--- config.mk ---
export PLATFORM = sky130hd
export DESIGN_NAME = handshake_ctrl_merge_rr
export DESIGN_NICKNAME = d
export VERILOG_FILES = /design/src/rtl/handshake_ctrl_merge_rr_pkg.sv /design/src/rtl/handshake_rr_pick.sv /design/src/rtl/handshake_ctrl_merge_rr.sv
export SDC_FILE = /design/constraint.sdc
export NUM_CORES = 1
export LEC_CHECK = 0
export BUFFER_PORTS_ARGS = -buffer_cell sky130_fd_sc_hd__clkbuf_2
export CAP_MARGIN = 20
export CORE_AREA = 2 2 39 41
export DETAILED_ROUTE_END_ITERATION = 10
export DIE_AREA = 0 0 41 43
export PLACE_DENSITY_LB_ADDON = 0.12
export SKIP_LAST_GASP = 1
export SLEW_MARGIN = 30
export SYNTH_ARGS = -nofsm -noshare
export SYNTH_HDL_FRONTEND = slang
export SYNTH_SLANG_ARGS = --single-unit
--- constraint.sdc ---
create_clock -name clk -period 1 [get_ports clk]
set_input_delay 0.1 -clock clk [delete_from_list [all_inputs] [get_ports clk]]
set_output_delay 0.1 -clock clk [all_outputs]
set_load 0.03 [all_outputs]
--- src/rtl/handshake_ctrl_merge_rr_pkg.sv ---
// handshake_ctrl_merge_rr_pkg: shared types for the round-robin control merge slot
package handshake_ctrl_merge_rr_pkg;
  typedef struct packed {
    logic full;
    logic sent_out;
    logic sent_idx;
  } slot_t;
  localparam slot_t SLOT_EMPTY = '{full: 1'b0, sent_out: 1'b0, sent_idx: 1'b0};
  localparam slot_t SLOT_FRESH = '{full: 1'b1, sent_out: 1'b0, sent_idx: 1'b0};
endpackage

--- src/rtl/handshake_rr_pick.sv ---
// handshake_rr_pick: combinational round-robin pick of the first request at or after ptr
module handshake_rr_pick #(
  parameter int NUM_INPUTS  = 2,
  parameter int INDEX_WIDTH = 1
) (
  input  logic [NUM_INPUTS-1:0]  req,
  input  logic [INDEX_WIDTH-1:0] ptr,
  output logic [INDEX_WIDTH-1:0] grant_idx,
  output logic                   any
);
  logic [NUM_INPUTS-1:0]  ge_ptr;
  logic [NUM_INPUTS-1:0]  masked;
  logic [NUM_INPUTS-1:0]  sel;
  logic [NUM_INPUTS-1:0]  low;
  logic [INDEX_WIDTH-1:0] enc [NUM_INPUTS+1];
  for (genvar i = 0; i < NUM_INPUTS; i++) begin : g_mask
    assign ge_ptr[i] = INDEX_WIDTH'(i) >= ptr;
  end
  assign masked = req & ge_ptr;
  // requests at or above ptr win; otherwise wrap around to the lowest request
  assign sel = |masked ? masked : req;
  assign low = sel & (~sel + 1'b1);
  assign enc[0] = '0;
  for (genvar i = 0; i < NUM_INPUTS; i++) begin : g_enc
    assign enc[i+1] = enc[i] | (low[i] ? INDEX_WIDTH'(i) : '0);
  end
  assign grant_idx = enc[NUM_INPUTS];
  assign any       = |req;
endmodule

--- src/rtl/handshake_ctrl_merge_rr.sv ---
// handshake_ctrl_merge_rr: round-robin control merge into a one-slot buffer with eager outs/index fork
module handshake_ctrl_merge_rr
  import handshake_ctrl_merge_rr_pkg::*;
#(
  parameter int NUM_INPUTS  = 2,
  parameter int INDEX_WIDTH = 1
) (
  input  logic                   clk,
  input  logic                   rst,
  input  logic [NUM_INPUTS-1:0]  ins_valid,
  output logic [NUM_INPUTS-1:0]  ins_ready,
  output logic                   outs_valid,
  input  logic                   outs_ready,
  output logic [INDEX_WIDTH-1:0] index,
  output logic                   index_valid,
  input  logic                   index_ready
);
  localparam logic [INDEX_WIDTH-1:0] LAST = INDEX_WIDTH'(NUM_INPUTS - 1);
  slot_t                  slot_q, slot_d;
  logic [INDEX_WIDTH-1:0] idx_q, idx_d;
  logic [INDEX_WIDTH-1:0] rr_ptr_q, rr_ptr_d;
  logic [INDEX_WIDTH-1:0] winner;
  logic                   any, done_out, done_idx, drain, can_accept, accept;
  handshake_rr_pick #(
    .NUM_INPUTS (NUM_INPUTS),
    .INDEX_WIDTH(INDEX_WIDTH)
  ) u_pick (
    .req      (ins_valid),
    .ptr      (rr_ptr_q),
    .grant_idx(winner),
    .any      (any)
  );
  assign outs_valid  = slot_q.full & ~slot_q.sent_out;
  assign index_valid = slot_q.full & ~slot_q.sent_idx;
  assign index       = idx_q;
  assign done_out    = slot_q.sent_out | (outs_valid & outs_ready);
  assign done_idx    = slot_q.sent_idx | (index_valid & index_ready);
  assign drain       = slot_q.full & done_out & done_idx;
  // draining and refilling in the same cycle sustains one token per cycle
  assign can_accept  = ~slot_q.full | drain;
  assign accept      = can_accept & any & ~rst;
  assign ins_ready   = accept ? NUM_INPUTS'(1) << winner : '0;
  always_comb begin
    slot_d   = slot_q;
    idx_d    = idx_q;
    rr_ptr_d = rr_ptr_q;
    if (accept) begin
      slot_d   = SLOT_FRESH;
      idx_d    = winner;
      rr_ptr_d = (winner == LAST) ? '0 : winner + 1'b1;
    end else if (drain) begin
      slot_d = SLOT_EMPTY;
    end else begin
      slot_d.sent_out = done_out;
      slot_d.sent_idx = done_idx;
    end
  end
  always_ff @(posedge clk) begin
    if (rst) begin
      slot_q   <= SLOT_EMPTY;
      idx_q    <= '0;
      rr_ptr_q <= '0;
    end else begin
      slot_q   <= slot_d;
      idx_q    <= idx_d;
      rr_ptr_q <= rr_ptr_d;
    end
  end
endmodule

# ---- Word-level counts from Yosys, hierarchy flattened
# Index checks and enable logic that the tools add are counted.
# W data, S select, Z words.
dict set report totals {
  register_bits 5
  elab_cells 39
  input_bits 6
}
dict set report classes {
  bitwise_logic 18
  reduce_logical 4
  muxes 7
  magnitude_cmp 2
  shifts 1
  addsub 2
}
# cell n
set op_table {}
lappend op_table {{$and A1 B1 Y1} 8}
lappend op_table {{$mux W2} 3}
lappend op_table {{$and A2 B2 Y2} 2}
lappend op_table {{$not A1 Y1} 4}
lappend op_table {{$reduce_or A2 Y1} 2}
lappend op_table {{$mux W1} 3}
lappend op_table {{$mux W3} 1}
lappend op_table {{$or A1 B1 Y1} 3}
lappend op_table {{$reduce_or A3 Y1} 1}
lappend op_table {{$add A2 B1 Y2 const B} 1}
lappend op_table {{$ge A1 B1 Y1 const A} 2}
lappend op_table {{$not A2 Y2} 1}
lappend op_table {{$reduce_bool A2 Y1} 1}
lappend op_table {{$shl A1 B1 Y2 const A} 1}
lappend op_table {{$add A1 B1 Y1 const B} 1}

# ---- Depth between registers and ports, before layout
# Gate-level depths: netlist (run 1).
dict set report depth {
  depth_word 10
  mapped_depth 3
}

# ---- Hierarchy
# Synthesis (run 1) repeated with hierarchy kept, for this count alone.
dict set report unflattened {
  cells_unflattened 31
  hier_area_um2 270.3
}
# module n_inst seq_area_each_um2 cells_each area_per_inst_um2
set by_module_without_submodules {}
lappend by_module_without_submodules {handshake_ctrl_merge_rr 1 100.1 28 252.7}
lappend by_module_without_submodules {handshake_rr_pick 1 0.0 3 17.5}

# ---- Worst setup path after synthesis (run 1)
# OpenSTA, ideal clock, no wires.
dict set report synth_path {
  kind {register to output}
  from {register slot_q[0] (netlist name)}
  to {output ins_ready[0]}
  n_path_buf 0
  setup_slack_ns -0.543
  required_ns 0.900
  arrival_ns 1.443
  path_stages_with_launch 4
  cell_sequence {dfxtp_1 > o22ai_2 > a21bo_1 > a211oi_1}
}
dict set report synth_via {
  elab_chain_len 9
}
# element line
set synth_lines {}
lappend synth_lines {{start: declaration} handshake_ctrl_merge_rr.sv:19} ;# slot_t slot_q, slot_d;
lappend synth_lines {{start signal: assignment} handshake_ctrl_merge_rr.sv:64} ;# slot_q <= slot_d;
lappend synth_lines {{$not A1 Y1} handshake_ctrl_merge_rr.sv:34} ;# assign index_valid = slot_q.full & ~slot_q.sent_idx;
lappend synth_lines {{$and A1 B1 Y1} handshake_ctrl_merge_rr.sv:34}
lappend synth_lines {{$and A1 B1 Y1} handshake_ctrl_merge_rr.sv:37} ;# assign done_idx = slot_q.sent_idx | (index_valid & index_ready);
lappend synth_lines {{$or A1 B1 Y1 (*)} handshake_ctrl_merge_rr.sv:37}
lappend synth_lines {{$and A1 B1 Y1 (*)} handshake_ctrl_merge_rr.sv:38} ;# assign drain = slot_q.full & done_out & done_idx;
lappend synth_lines {{$or A1 B1 Y1 (*)} handshake_ctrl_merge_rr.sv:40} ;# assign can_accept = ~slot_q.full | drain;
lappend synth_lines {{$and A1 B1 Y1 (*) (2 in series)} handshake_ctrl_merge_rr.sv:41} ;# assign accept = can_accept & any & ~rst;
lappend synth_lines {{$mux W2 (*)} handshake_ctrl_merge_rr.sv:42} ;# assign ins_ready = accept ? NUM_INPUTS'(1) << winner : '0;
lappend synth_lines {{end: declaration} handshake_ctrl_merge_rr.sv:11} ;# output logic [NUM_INPUTS-1:0] ins_ready,
# Every way passes the cells marked *; elsewhere a longest branch is shown, timed or not.

# ---- Worst setup path after layout (run 1)
# Ends and elaborated chain as after synthesis.

==> results of run 1 <==
[power groups by stage]
stage / Sequential [mW] / Combinational (mW) / Clock, mW
after global placement: 0.230 / 0.164 / 0
final: 0.227 / 0.225 / 0.227
after CTS: 0.225 / 0.204 / 0.244
after floorplan: 0.238 / 0.0777 / 0
after global routing: 0.229 / 0.239 / 0.250
after detailed placement: 0.229 / 0.166 / 0
[per-layer routing]
| layer | global-route usage [%] | wire, um |
|---|---|---|
| met5 | 0 | 0 |
| met2 | 16.88 | 456 |
| met3 | 1.571 | 17 |
| met4 | 12.00 | 10 |
| met1 | 12.26 | 320 |
[tightest hold or removal path, stage by stage]
cell and delay, ns:
sky130_fd_sc_hd__clkbuf_2 0.12, sky130_fd_sc_hd__nand2_1 0.06, sky130_fd_sc_hd__a21oi_1 0.06
[worst min path at each step]
stage | startpoint | endpoint | slack (ns)
6_report | outs_ready | slot_q[1] | 0.15
5_1_grt | outs_ready | slot_q[1] | 0.17
4_1_cts | outs_ready | slot_q[1] | 0.14
3_5_place_dp | outs_ready | slot_q[1] | 0.39
3_3_place_gp | outs_ready | slot_q[1] | 0.39
2_1_floorplan | rst | slot_q[0] | 0.16
[final cells by class]
class                      instances  area share [%]
sequential                         5           18.49
inverter                           4           2.581
clock buffer                       4           4.516
tap                               16           3.441
multi-input combinational         20           38.28
timing repair buffer              23           32.69
[cell usage after synthesis (all sizes together)]
cell,number,area [um^2]
a31o,1,8.760
nand2,2,7.510
nor3,1,5.000
nor2,1,3.750
o22ai,1,12.51
a2111oi,1,27.53
a21oi,2,10.01
o211ai,1,7.510
nor2b,2,12.51
a21bo,1,10.01
inv,4,15.01
nor3b,1,7.510
a211oi,4,30.03
dfxtp,5,100.1
o21ai,1,5.000
and2b,1,8.760
[flip-flops by register name (all words and copies together) (netlist names)]
signal / count
rr_ptr_q: 1
slot_q: 3
index: 1
[through the flow]
stage / setup slack (ns) / setup TNS, ns / area (um^2) / cells / power, mW
2_1_floorplan: -0.2024 / -0.5685 / 297.8 / 29 / 0.3157
3_3_place_gp: -0.1263 / -0.6598 / 442.9 / 65 / 0.3940
5_1_grt: -0.3880 / -1.692 / 581.8 / 72 / 0.7174
4_1_cts: -0.3500 / -1.181 / 548.0 / 71 / 0.6730
3_5_place_dp: -0.1428 / -0.7463 / 442.9 / 65 / 0.3956
6_report: -0.3459 / -1.295 / 581.8 / 72 / 0.6786
[repair_timing]
| item | 4_1_cts | 5_1_grt |
|---|---|---|
| endpoints found under the setup margin | 9 | 8 |
| pin swaps | 3 | 2 |
| cloned | 0 | 0 |
| buffers inserted | 3 | 1 |
| gates resized for setup | 15 | 6 |
[logic make-up after synthesis]
kind of cell           after synthesis
buffers and inverters                4
AO/OA/AOI/OAI                       12
AND/OR/NAND/NOR                      8
flip-flops                           5
==> run summary, run 1 <==
The run finished, with violations left. The checks that failed: setup timing. After synthesis, the largest family of logic cells by area is compound AO/OA/AOI/OAI gates. The final layout contains routed wiring with a total length of 804 um. The cell sitting at the root of the clock tree is a sky130_fd_sc_hd__clkbuf_4.

The share of cells above drive strength 1 is 71.43%. The relative contribution of the clock network to total power came out at 33.5%. The number of nets in the synthesized netlist is 35.

The xor-xnor portion of the synthesized cell area came out at 0%. The growth of design area from synthesis to finish is 114.3%. The area fraction in compound gates after synthesis is 41.01%. The number of setup violations in the final report is 8. The data arrival time of the critical path came out at 1.25 ns. The final critical-path share of the clock period came out at 134.6%. The synthesized area per cell is 9.362 um^2.

Synthesis produced 29 cells. The width of the chip came out at 41 um. The slew at the pin with the worst max-slew slack came out at 0.2935 ns. Routability-driven placement finished with a final weighted congestion of 0.6634. The first global-routing pass estimated 1.304 mm of wire.

The area share of fa/ha/maj cells after synthesis came out at 0%. The initial core utilization came out at 19.62%. The cell area after synthesis is 271.5 um^2. Traced cell by cell, the critical path runs through o22ai_4 > a21bo_1 > a211oi_4 > clkbuf_8. The required arrival time at the worst endpoint came out at 0.90 ns.

Timing would allow up to 0.7430 GHz. Fill cells in the final layout number 146. The smallest hold slack is 0.1495 ns.

The library cell used most frequently in the layout, excluding fill and tap cells, is sky130_fd_sc_hd__buf_4. The via count of the first global-routing pass is 322. The longest clock path from root to sink contains 2 buffers. Clock-pin slew was measured on the worst setup and hold paths at 0.04 ns.

Together, buffers and inverters on the worst path number 1. The overflow left after global routing is 0. The reported net switching power came out at 0.1987 mW. In the layout the commonest cells are sky130_fd_sc_hd__buf_4 (11), sky130_fd_sc_hd__clkbuf_2 (6), sky130_fd_sc_hd__inv_1 (4), sky130_fd_sc_hd__clkbuf_8 (4).

The initial antenna violation count came out at 0. The end of the worst register-to-register path is rr_ptr_q. The slowest stage of the critical path belongs to the cell sky130_fd_sc_hd__dfxtp_2.

The critical path ends at ins_ready[0]. Setup repair after global routing could not meet its margin everywhere. The biggest fanout along the worst timing path is 3.

The cell family with the largest share of critical-path delay is compound AO/OA/AOI/OAI gates. The min-delay analysis places its worst path in the category in -> reg. The half-perimeter wire length of the detailed placement result came out at 585.1 um. Sequential cells were found to cover 36.87% of the synthesized design area.

The standby leakage power came out at 0.2481 nW. The worst setup path is captured at a primary output. Using the TritonRoute via totals, the vias-per-cell ratio works out to 4.319. STA classifies the critical path startpoint as a register. The mux share of post-synthesis cell area is 0%.

The Yosys step of the flow raised 0 warnings. In this run the tool buffered the top-level ports with 10 buffer cells. Across the run, the number of max-cap violations was 0. The total internal power came out at 0.4799 mW.

On the worst path, the slowest cell contributes a delay of 0.34 ns. The repair_antennas step left the layout with diodes totalling 0. The worst pin sits at a relative slew slack of 80.43%. The power density relative to cell area is 1166 mW/mm^2. The number of pins with negative max-slew slack in the final report came out at 0.

Buffers inserted to repair hold after CTS numbered 0. The worst register-to-register path has a setup slack of -0.10 ns. The largest net degree at the start of global routing came out at 8.

The worst clock skew on the final layout is 0.001282 ns. The first-pass detailed-route iteration total is 2. The number of sinks handled by clock tree synthesis came out at 5. The first element of the critical path is slot_q[0].

The switching share of total power is 29.28%. The worst-case reg-to-reg path depth came out at 5. Once layout is complete, the utilization of the core stands at 42.04%. The mean routed wirelength per cell is 11.17 um. The number of routed nets with antenna violations came out at 0. The final net count is 63. The area occupied by multi-input gates came out at 222.7 um^2. The chip height is 43 um. The area of the die is 0.001763 mm^2. After layout, the minimum clock period comes to 1.346 ns. The site row count is 14. The total area inside the core boundary comes to 0.001384 mm^2. The number of endpoints with negative hold slack in the final report is 0.

CTS built an H-tree with a depth of 1. The clock tree from TritonCTS is built. The worst vdd rail ir drop is 657.7 uV. The critical path runs through a total of 4 cells. The critical path is of the reg -> out type.

The overall fraction of global-route tracks in use is 11.36%. The flop and latch count out of synthesis is 5. The sequential power share came out at 33.4%. 11 I/O pins were placed. The clock reaches the later pin of the worst-skew pair after 0.24 ns. The iteration-0 DRC count of the detailed router came out at 3. The count of unique library cells instantiated by Yosys is 16. The cell count of the worst hold path came out at 3.

The detailed-route DRC error count is 0. The via count came out at 311. The number of CTS-inserted buffers came out at 3. The smallest setup slack after layout came out at -0.3459 ns.

Of the total synthesized cell area, the portion taken by AND, OR, NAND and NOR gates is 16.59%. The combinational power share came out at 33.1%. The worst register-to-register path begins at slot_q[1]. The sequential cell area in the final layout came out at 107.6 um^2.
Note: power is estimated with default switching activity, not from simulation.
==> run 2, diff against run 1 <==
--- a/config.mk
+++ b/config.mk
@@ -8,8 +8,10 @@
 export BUFFER_PORTS_ARGS = -buffer_cell sky130_fd_sc_hd__clkbuf_2
 export CAP_MARGIN = 20
 export CORE_AREA = 2 2 39 41
+export CTS_CLUSTER_SIZE = 14
 export DETAILED_ROUTE_END_ITERATION = 10
 export DIE_AREA = 0 0 41 43
+export MAX_ROUTING_LAYER = met4
 export PLACE_DENSITY_LB_ADDON = 0.12
 export SKIP_LAST_GASP = 1
 export SLEW_MARGIN = 30
==> run 2 against run 1 <==
Net effect:
- the flow still finishes with violations (setup timing)
- sequential power about the same
- worst setup slack about the same
- critical path depth unchanged
- fmax about the same
- register-to-register slack about the same
- design area unchanged
- non-clock buffer count unchanged
- sequential share of layout area unchanged
- clock-buffer cell count unchanged
==> run summary, run 2 (synthesized netlist as in run 1, its figures left out) <==
The critical path endpoint category is a primary output. Clock-pin slew was measured on the worst setup and hold paths at 0.04 ns. The via count of the first global-routing pass came out at 323. The worst setup path is of the reg -> out kind.

The half-perimeter wire length of the detailed placement result is 585.1 um. The post-route core utilization came out at 42.04%. The number of endpoints with negative hold slack in the final report is 0. The final critical-path share of the clock period is 134.6%. The standby leakage power came out at 0.2481 nW. Buffers inserted to repair hold after CTS numbered 0. The cell count of the worst hold path came out at 3.

The area of the die came out at 0.001763 mm^2. The worst clock skew on the final layout is 0.001282 ns. Leaving out fill and tap cells, the most frequent cells in the layout are sky130_fd_sc_hd__buf_4 (11), sky130_fd_sc_hd__clkbuf_2 (6), sky130_fd_sc_hd__inv_1 (4), sky130_fd_sc_hd__clkbuf_8 (4).

The final net count is 63. In this run the worst path has a maximum fanout of 3. In this run the critical register-to-register path is captured at rr_ptr_q. The total detailed-routing wirelength is 804 um. For the worst flop-to-flop path, the logic depth is 5.

The maximum clock rate came out at 0.7430 GHz. The initial core utilization came out at 19.62%. The via count is 311. For the finished layout, the period the worst path requires is 1.346 ns. The number of pins with negative max-slew slack in the final report is 0.

In this run the remaining antenna-violating nets after routing total 0. After layout, the worst setup slack is -0.3459 ns. Summed over all layers, the global routing overflow is 0. The highest metal layer used by the detailed router is met4. The clock latency on the worst-skew pair came out at 0.24 ns.

The detailed-route DRC error count is 0. At the worst endpoint, the required time is 0.90 ns. The cell count after placement is 65. The growth of design area from synthesis to finish came out at 114.3%.

The minimum setup slack among reg-to-reg paths is -0.10 ns. The wire length of the first global-routing pass is 1.304 mm. Setup violations remaining at the end of the flow were counted as 8.

The site row count came out at 14. The worst setup path is launched from a register. The chip height is 43 um. The number of violations of the max-capacitance limit is 0. The register with the most flip-flops in the layout has 3 of them. The count of boundary I/O pins is 11. The slew at the pin with the worst max-slew slack came out at 0.2935 ns.

The number of sinks handled by clock tree synthesis is 5. The global placement routability congestion is 0.6697. The smallest hold slack is 0.1495 ns. The most common library cell in the layout ignoring fill and taps is sky130_fd_sc_hd__buf_4. The detail-routed via count per cell came out at 4.319. The met3 routed wirelength came out at 17 um. Setup repair after global routing could not meet its margin everywhere. The share of cells above drive strength 1 came out at 71.43%.

The worst vdd rail ir drop is 657.7 uV. The critical path ends at ins_ready[0]. Dividing the detail-routed wire length by the instance count gives 11.17 um. The final reports fail on setup timing. In this run the most critical hold path is launched from outs_ready. Entering global routing, the biggest net connects 8 pins. The maximum root-to-sink buffer count is 2. Setup total negative slack on the finished layout was measured at -1.295 ns.

The origin of the critical flop-to-flop path is slot_q[1]. The path class of the tightest hold or removal check is in -> reg. Counting flops per register, the top entry is slot_q. The number of CTS-inserted buffers is 3. For this block, the initial DRC count from the detailed router was 3. The initial antenna violation count is 0. The antenna cell count came out at 0.

The met2 wire length is 456 um. The width of the chip is 41 um. The total power after layout came out at 0.6786 mW.

The first detailed-routing pass ran for 2 iterations. The worst pin sits at a relative slew slack of 80.43%. The core area came out at 0.001384 mm^2. The count of cells in the finished layout, fillers not included, comes to 72. The number of H-tree levels came out at 1.

The number of input and output port buffers inserted came out at 10. The overall fraction of global-route tracks in use is 11.64%. The clock tree from TritonCTS is built.

The total routed wire length on the met1 layer came out at 320 um. The flow ran to the end, but the final reports show violations. The data arrival time of the critical path is 1.25 ns. The buffer type at the clock tree root is sky130_fd_sc_hd__clkbuf_4.

The most critical setup path has its startpoint at slot_q[0]. The power density relative to cell area came out at 1166 mW/mm^2.
run 2: cell counts in the layout (fill, tap and decap cells not counted):
No cell type changed its count.
run 2: worst max-delay path: stages (launching register included):
cell                       delay, ns
sky130_fd_sc_hd__dfxtp_2        0.34
sky130_fd_sc_hd__o22ai_4        0.08
sky130_fd_sc_hd__a21bo_1        0.22
sky130_fd_sc_hd__a211oi_4       0.17
sky130_fd_sc_hd__clkbuf_8       0.19
run 2: worst min-delay path by stage:
stage | endpoint | slack (ns)
after floorplan | slot_q[0] | 0.16
after global placement | slot_q[1] | 0.39
after detailed placement | slot_q[1] | 0.39
after CTS | slot_q[1] | 0.14
after global routing | slot_q[1] | 0.17
final | slot_q[1] | 0.15
run 2: power breakdown:
| group | leakage [nW] | switching [mW] | total (mW) | internal, mW |
|---|---|---|---|---|
| logic | 0.190 | 0.109 | 0.225 | 0.116 |
| registers | 0.0429 | 0.0131 | 0.227 | 0.214 |
| clock network | 0.0150 | 0.0766 | 0.227 | 0.150 |
run 2: layer usage:
metal,global-route usage (%),vias to the layer above
met5,-,-
met4,12.00,0
met3,1.571,2
met2,16.88,4
met1,12.26,144
li1,-,161
run 2: per-stage QoR:
step           cell area [um^2]  worst slack [ns]
6_report                  581.8           -0.3459
2_1_floorplan             297.8           -0.2024
3_5_place_dp              442.9           -0.1428
4_1_cts                   548.0           -0.3500
3_3_place_gp              442.9           -0.1263
5_1_grt                   581.8           -0.3880
run 2: area by class of cell:
type	count	area, um^2
clock buffer	4	26.28
fill	146	802.0
inverter	4	15.01
multi-input combinational	20	222.7
sequential	5	107.6
tap	16	20.02
timing repair buffer	23	190.2
run 2: timing repair:
action	4_1_cts	5_1_grt
resized for setup	15	6
endpoints found under the setup margin	9	8
buffers inserted	3	1
pin swaps	3	2
==> run 3, diff against run 2 <==
--- a/config.mk
+++ b/config.mk
@@ -5,6 +5,7 @@
 export SDC_FILE = /design/constraint.sdc
 export NUM_CORES = 1
 export LEC_CHECK = 0
+export ABC_AREA = 1
 export BUFFER_PORTS_ARGS = -buffer_cell sky130_fd_sc_hd__clkbuf_2
 export CAP_MARGIN = 20
 export CORE_AREA = 2 2 39 41
==> run 3 against run 2 <==
Net effect:
- the flow still finishes with violations (setup timing)
- sequential share of layout area rose by 3.6 points
- fmax fell by 0.47%
- clock power rose by 6%
- non-clock buffer count is 1 lower
- core utilization down 8.0 points
- register-to-register slack worse by 0.07 ns
- cell count rose by 6.9%
- die area unchanged
- critical path type unchanged
- highest routed layer unchanged
==> run summary, run 3 <==
The standby leakage power is 0.2593 nW. The detail-routed via count per cell is 4.000. In this run the worst hold path is classified as in -> reg.

The smallest setup slack after layout is -0.3522 ns. After synthesis, the largest family of logic cells by area is simple AND/OR/NAND/NOR gates. The xor-xnor portion of the synthesized cell area came out at 0%. The post-layout minimum cycle time is 1.352 ns. The via count of the first global-routing pass is 291. The synthesized design contains 0 enable-type register cells. In this run the worst setup path begins at slot_q[2]. The final layout contains 68 nets.

The wire length of the first global-routing pass came out at 1.041 mm. The clock latency on the worst-skew pair is 0.25 ns. The critical path is of the reg -> out type.

The termination of the worst setup path is ins_ready[0]. The yosys synthesis warning count came out at 0. The register with the most flip-flops in the layout has 3 of them.

The number of violations of the max-capacitance limit came out at 0. Measured on the finished design, the core utilization comes to 34.00%. The site row count came out at 14. The main flop type after synthesis is sky130_fd_sc_hd__dfxtp_1.

The number of buffers inserted for hold repair after clock tree synthesis came out at 0. Of the post-synthesis cell area, the dominant cell type holds 42.55%. The sort of element at the start of the critical path is a register. The final reports fail on setup timing. Once the floorplan was initialized, standard cells occupied 17.00% of the core. The clock tree from TritonCTS is built. The number of endpoints with negative hold slack in the final report came out at 0. The antenna cell count is 0. The overall fraction of global-route tracks in use came out at 9.711%. The origin of the critical flop-to-flop path is slot_q[2]. The power density relative to cell area is 1339 mW/mm^2.

The flow ran to the end, but the final reports show violations. The total detailed-routing wirelength is 654 um. The required arrival time at the worst endpoint came out at 0.90 ns. Based on the critical path, the design can be clocked at up to 0.7395 GHz. The worst register-to-register path ends at slot_q[2]. In this run the tool buffered the top-level ports with 10 buffer cells. The iteration-0 DRC count of the detailed router came out at 1. The global placement routability congestion came out at 0.6207. The number of nets in the synthesized netlist is 41. Once detail routing completed, the nets flagged for antenna violations numbered 0. The biggest fanout along the worst timing path is 5.

Clock tree synthesis found a total of 5 sinks. The area growth from synthesis to layout is 100.0%. The flop and latch count out of synthesis is 5. The area fraction in compound gates after synthesis is 13.30%. The chip height came out at 43 um. The top cell types in the final layout, fill and taps aside, are sky130_fd_sc_hd__buf_4 (14), sky130_fd_sc_hd__inv_1 (7), sky130_fd_sc_hd__nand2_2 (6), sky130_fd_sc_hd__clkbuf_2 (6), sky130_fd_sc_hd__dfxtp_1 (4). The number of CTS-inserted buffers is 3. The initial antenna violation count is 0. The commonest cells after synthesis are sky130_fd_sc_hd__inv_1 (9), sky130_fd_sc_hd__nand2_1 (8), sky130_fd_sc_hd__dfxtp_1 (5), sky130_fd_sc_hd__nand3_1 (3), sky130_fd_sc_hd__nor2_1 (3).

The dominant cell by count in the synthesized netlist is sky130_fd_sc_hd__inv_1. The cell area after synthesis came out at 235.2 um^2. The number of H-tree levels came out at 1.

The clock-pin slew of the registers on the worst-case setup and hold paths is 0.05 ns. Dividing the detail-routed wire length by the instance count gives 8.494 um. The largest net degree at the start of global routing is 7. The overflow left after global routing is 0.

The worst vdd rail ir drop came out at 588.1 uV. The half-perimeter wire length of the detailed placement result came out at 443.1 um. The sequential area share after synthesis is 42.55%. The via count is 308. The count of unique library cells instantiated by Yosys is 11. The core area came out at 0.001384 mm^2. In this run the tightest slew margin relative to its limit is 85.56%.

The number of cells on the worst reg-to-reg path is 8. The number of setup violations in the final report came out at 9. The number of pins with negative max-slew slack in the final report came to 0.

The area share of fa/ha/maj cells after synthesis came out at 0%. The post-synthesis cell count is 35. Ranked by total cell area, the synthesized netlist is headed by sky130_fd_sc_hd__dfxtp_1 (43%), sky130_fd_sc_hd__inv_1 (14%), sky130_fd_sc_hd__nand2_1 (13%).

Setup repair after global routing could not meet its margin everywhere. The width of the chip is 41 um. The finished cells cover 470.5 um^2. Of the total synthesized cell area, the portion taken by AND, OR, NAND and NOR gates is 29.79%.

The count of boundary I/O pins came out at 11. The cell area reported after detailed placement is 371.6 um^2. The worst clock skew on the final layout came out at 0.006102 ns.

The area of the die came out at 0.001763 mm^2. Before antenna repair, the detailed router went through 2 iterations. For this run, design rule violations remaining after detail routing come to 0.

The mux share of post-synthesis cell area came out at 0%. The data arrival time of the critical path is 1.25 ns. The share of synthesized registers carrying an async set or reset came out at 0%. The library cell used most frequently in the layout, excluding fill and tap cells, is sky130_fd_sc_hd__buf_4. The final critical-path share of the clock period came out at 135.2%. The cell accounting for the most synthesized area is sky130_fd_sc_hd__dfxtp_1. Ranked by flip-flop count, first place goes to slot_q.

The worst setup path is captured at a primary output. The tree is rooted in a sky130_fd_sc_hd__clkbuf_4. The share of cells above drive strength 1 came out at 57.38%. The maximum root-to-sink buffer count came out at 2. The synthesized area per cell is 6.721 um^2. At the pin with the least slew margin, the transition time is 0.2143 ns. The minimum setup slack among reg-to-reg paths is -0.17 ns.
## run 3: layer usage
layer | track usage [%] | up-vias | wire (um) | share of wire [%]
met5 | - | - | 0 | 0
met4 | 10.00 | 0 | 20 | 3.1
met3 | 3.141 | 4 | 34 | 5.2
met2 | 13.44 | 9 | 316 | 48
met1 | 9.772 | 132 | 283 | 43
li1 | - | 163 | - | -
## run 3: cell type report
type / count / area (um^2)
multi-input combinational: 21 / 121.4
clock buffer: 4 / 26.28
sequential: 5 / 103.9
timing repair buffer: 22 / 165.2
tap: 16 / 20.02
inverter: 9 / 33.78
fill: 161 / 913.4
## run 3: through the flow
stage                     setup TNS (ns)  total power, mW  worst slack [ns]  cells  hold slack, ns
final                             -1.352           0.6299           -0.3522     77         0.01111
after global routing              -1.920           0.6653           -0.4127     77         0.02372
after CTS                         -1.290           0.6372           -0.3694     76        0.006484
after detailed placement         -0.3330           0.3572           -0.1704     68          0.2742
after global placement           -0.3969           0.3585           -0.1848     68          0.2725
after floorplan                 -0.02859           0.2968          -0.02238     35          0.1594
## run 3: critical path, stage by stage, from the launching register on
cell and delay (ns):
sky130_fd_sc_hd__dfxtp_4 0.37, sky130_fd_sc_hd__nand2_2 0.05, sky130_fd_sc_hd__nand2_2 0.07, sky130_fd_sc_hd__nand3_2 0.09, sky130_fd_sc_hd__nand2_2 0.09, sky130_fd_sc_hd__nand4_1 0.12, sky130_fd_sc_hd__inv_2 0.09, sky130_fd_sc_hd__buf_8 0.12
## run 3: worst min path at each step
stage / start / depth (start not counted) / endpoint
4_1_cts: rst / 2 / slot_q[2]
2_1_floorplan: rst / 1 / slot_q[2]
6_report: rst / 2 / slot_q[2]
3_3_place_gp: rst / 2 / slot_q[2]
3_5_place_dp: rst / 2 / slot_q[2]
5_1_grt: rst / 2 / slot_q[2]
## run 3: cell families after synthesis
| family | after synthesis |
|---|---|
| flops | 5 |
| simple gates | 16 |
| buf+inv | 9 |
| compound gates | 5 |
## run 3: repair_timing
action / in CTS / in global routing
endpoints found under the setup margin: 6 / 9
pin swaps: 1 / 3
gates resized for setup: 7 / 7
buffers inserted: 4 / 1
## run 3: where the power goes
part           leakage [nW]  internal [mW]  switching, mW
logic                 0.203         0.0838         0.0834
clock network        0.0150          0.151         0.0897
registers            0.0417          0.213        0.00890
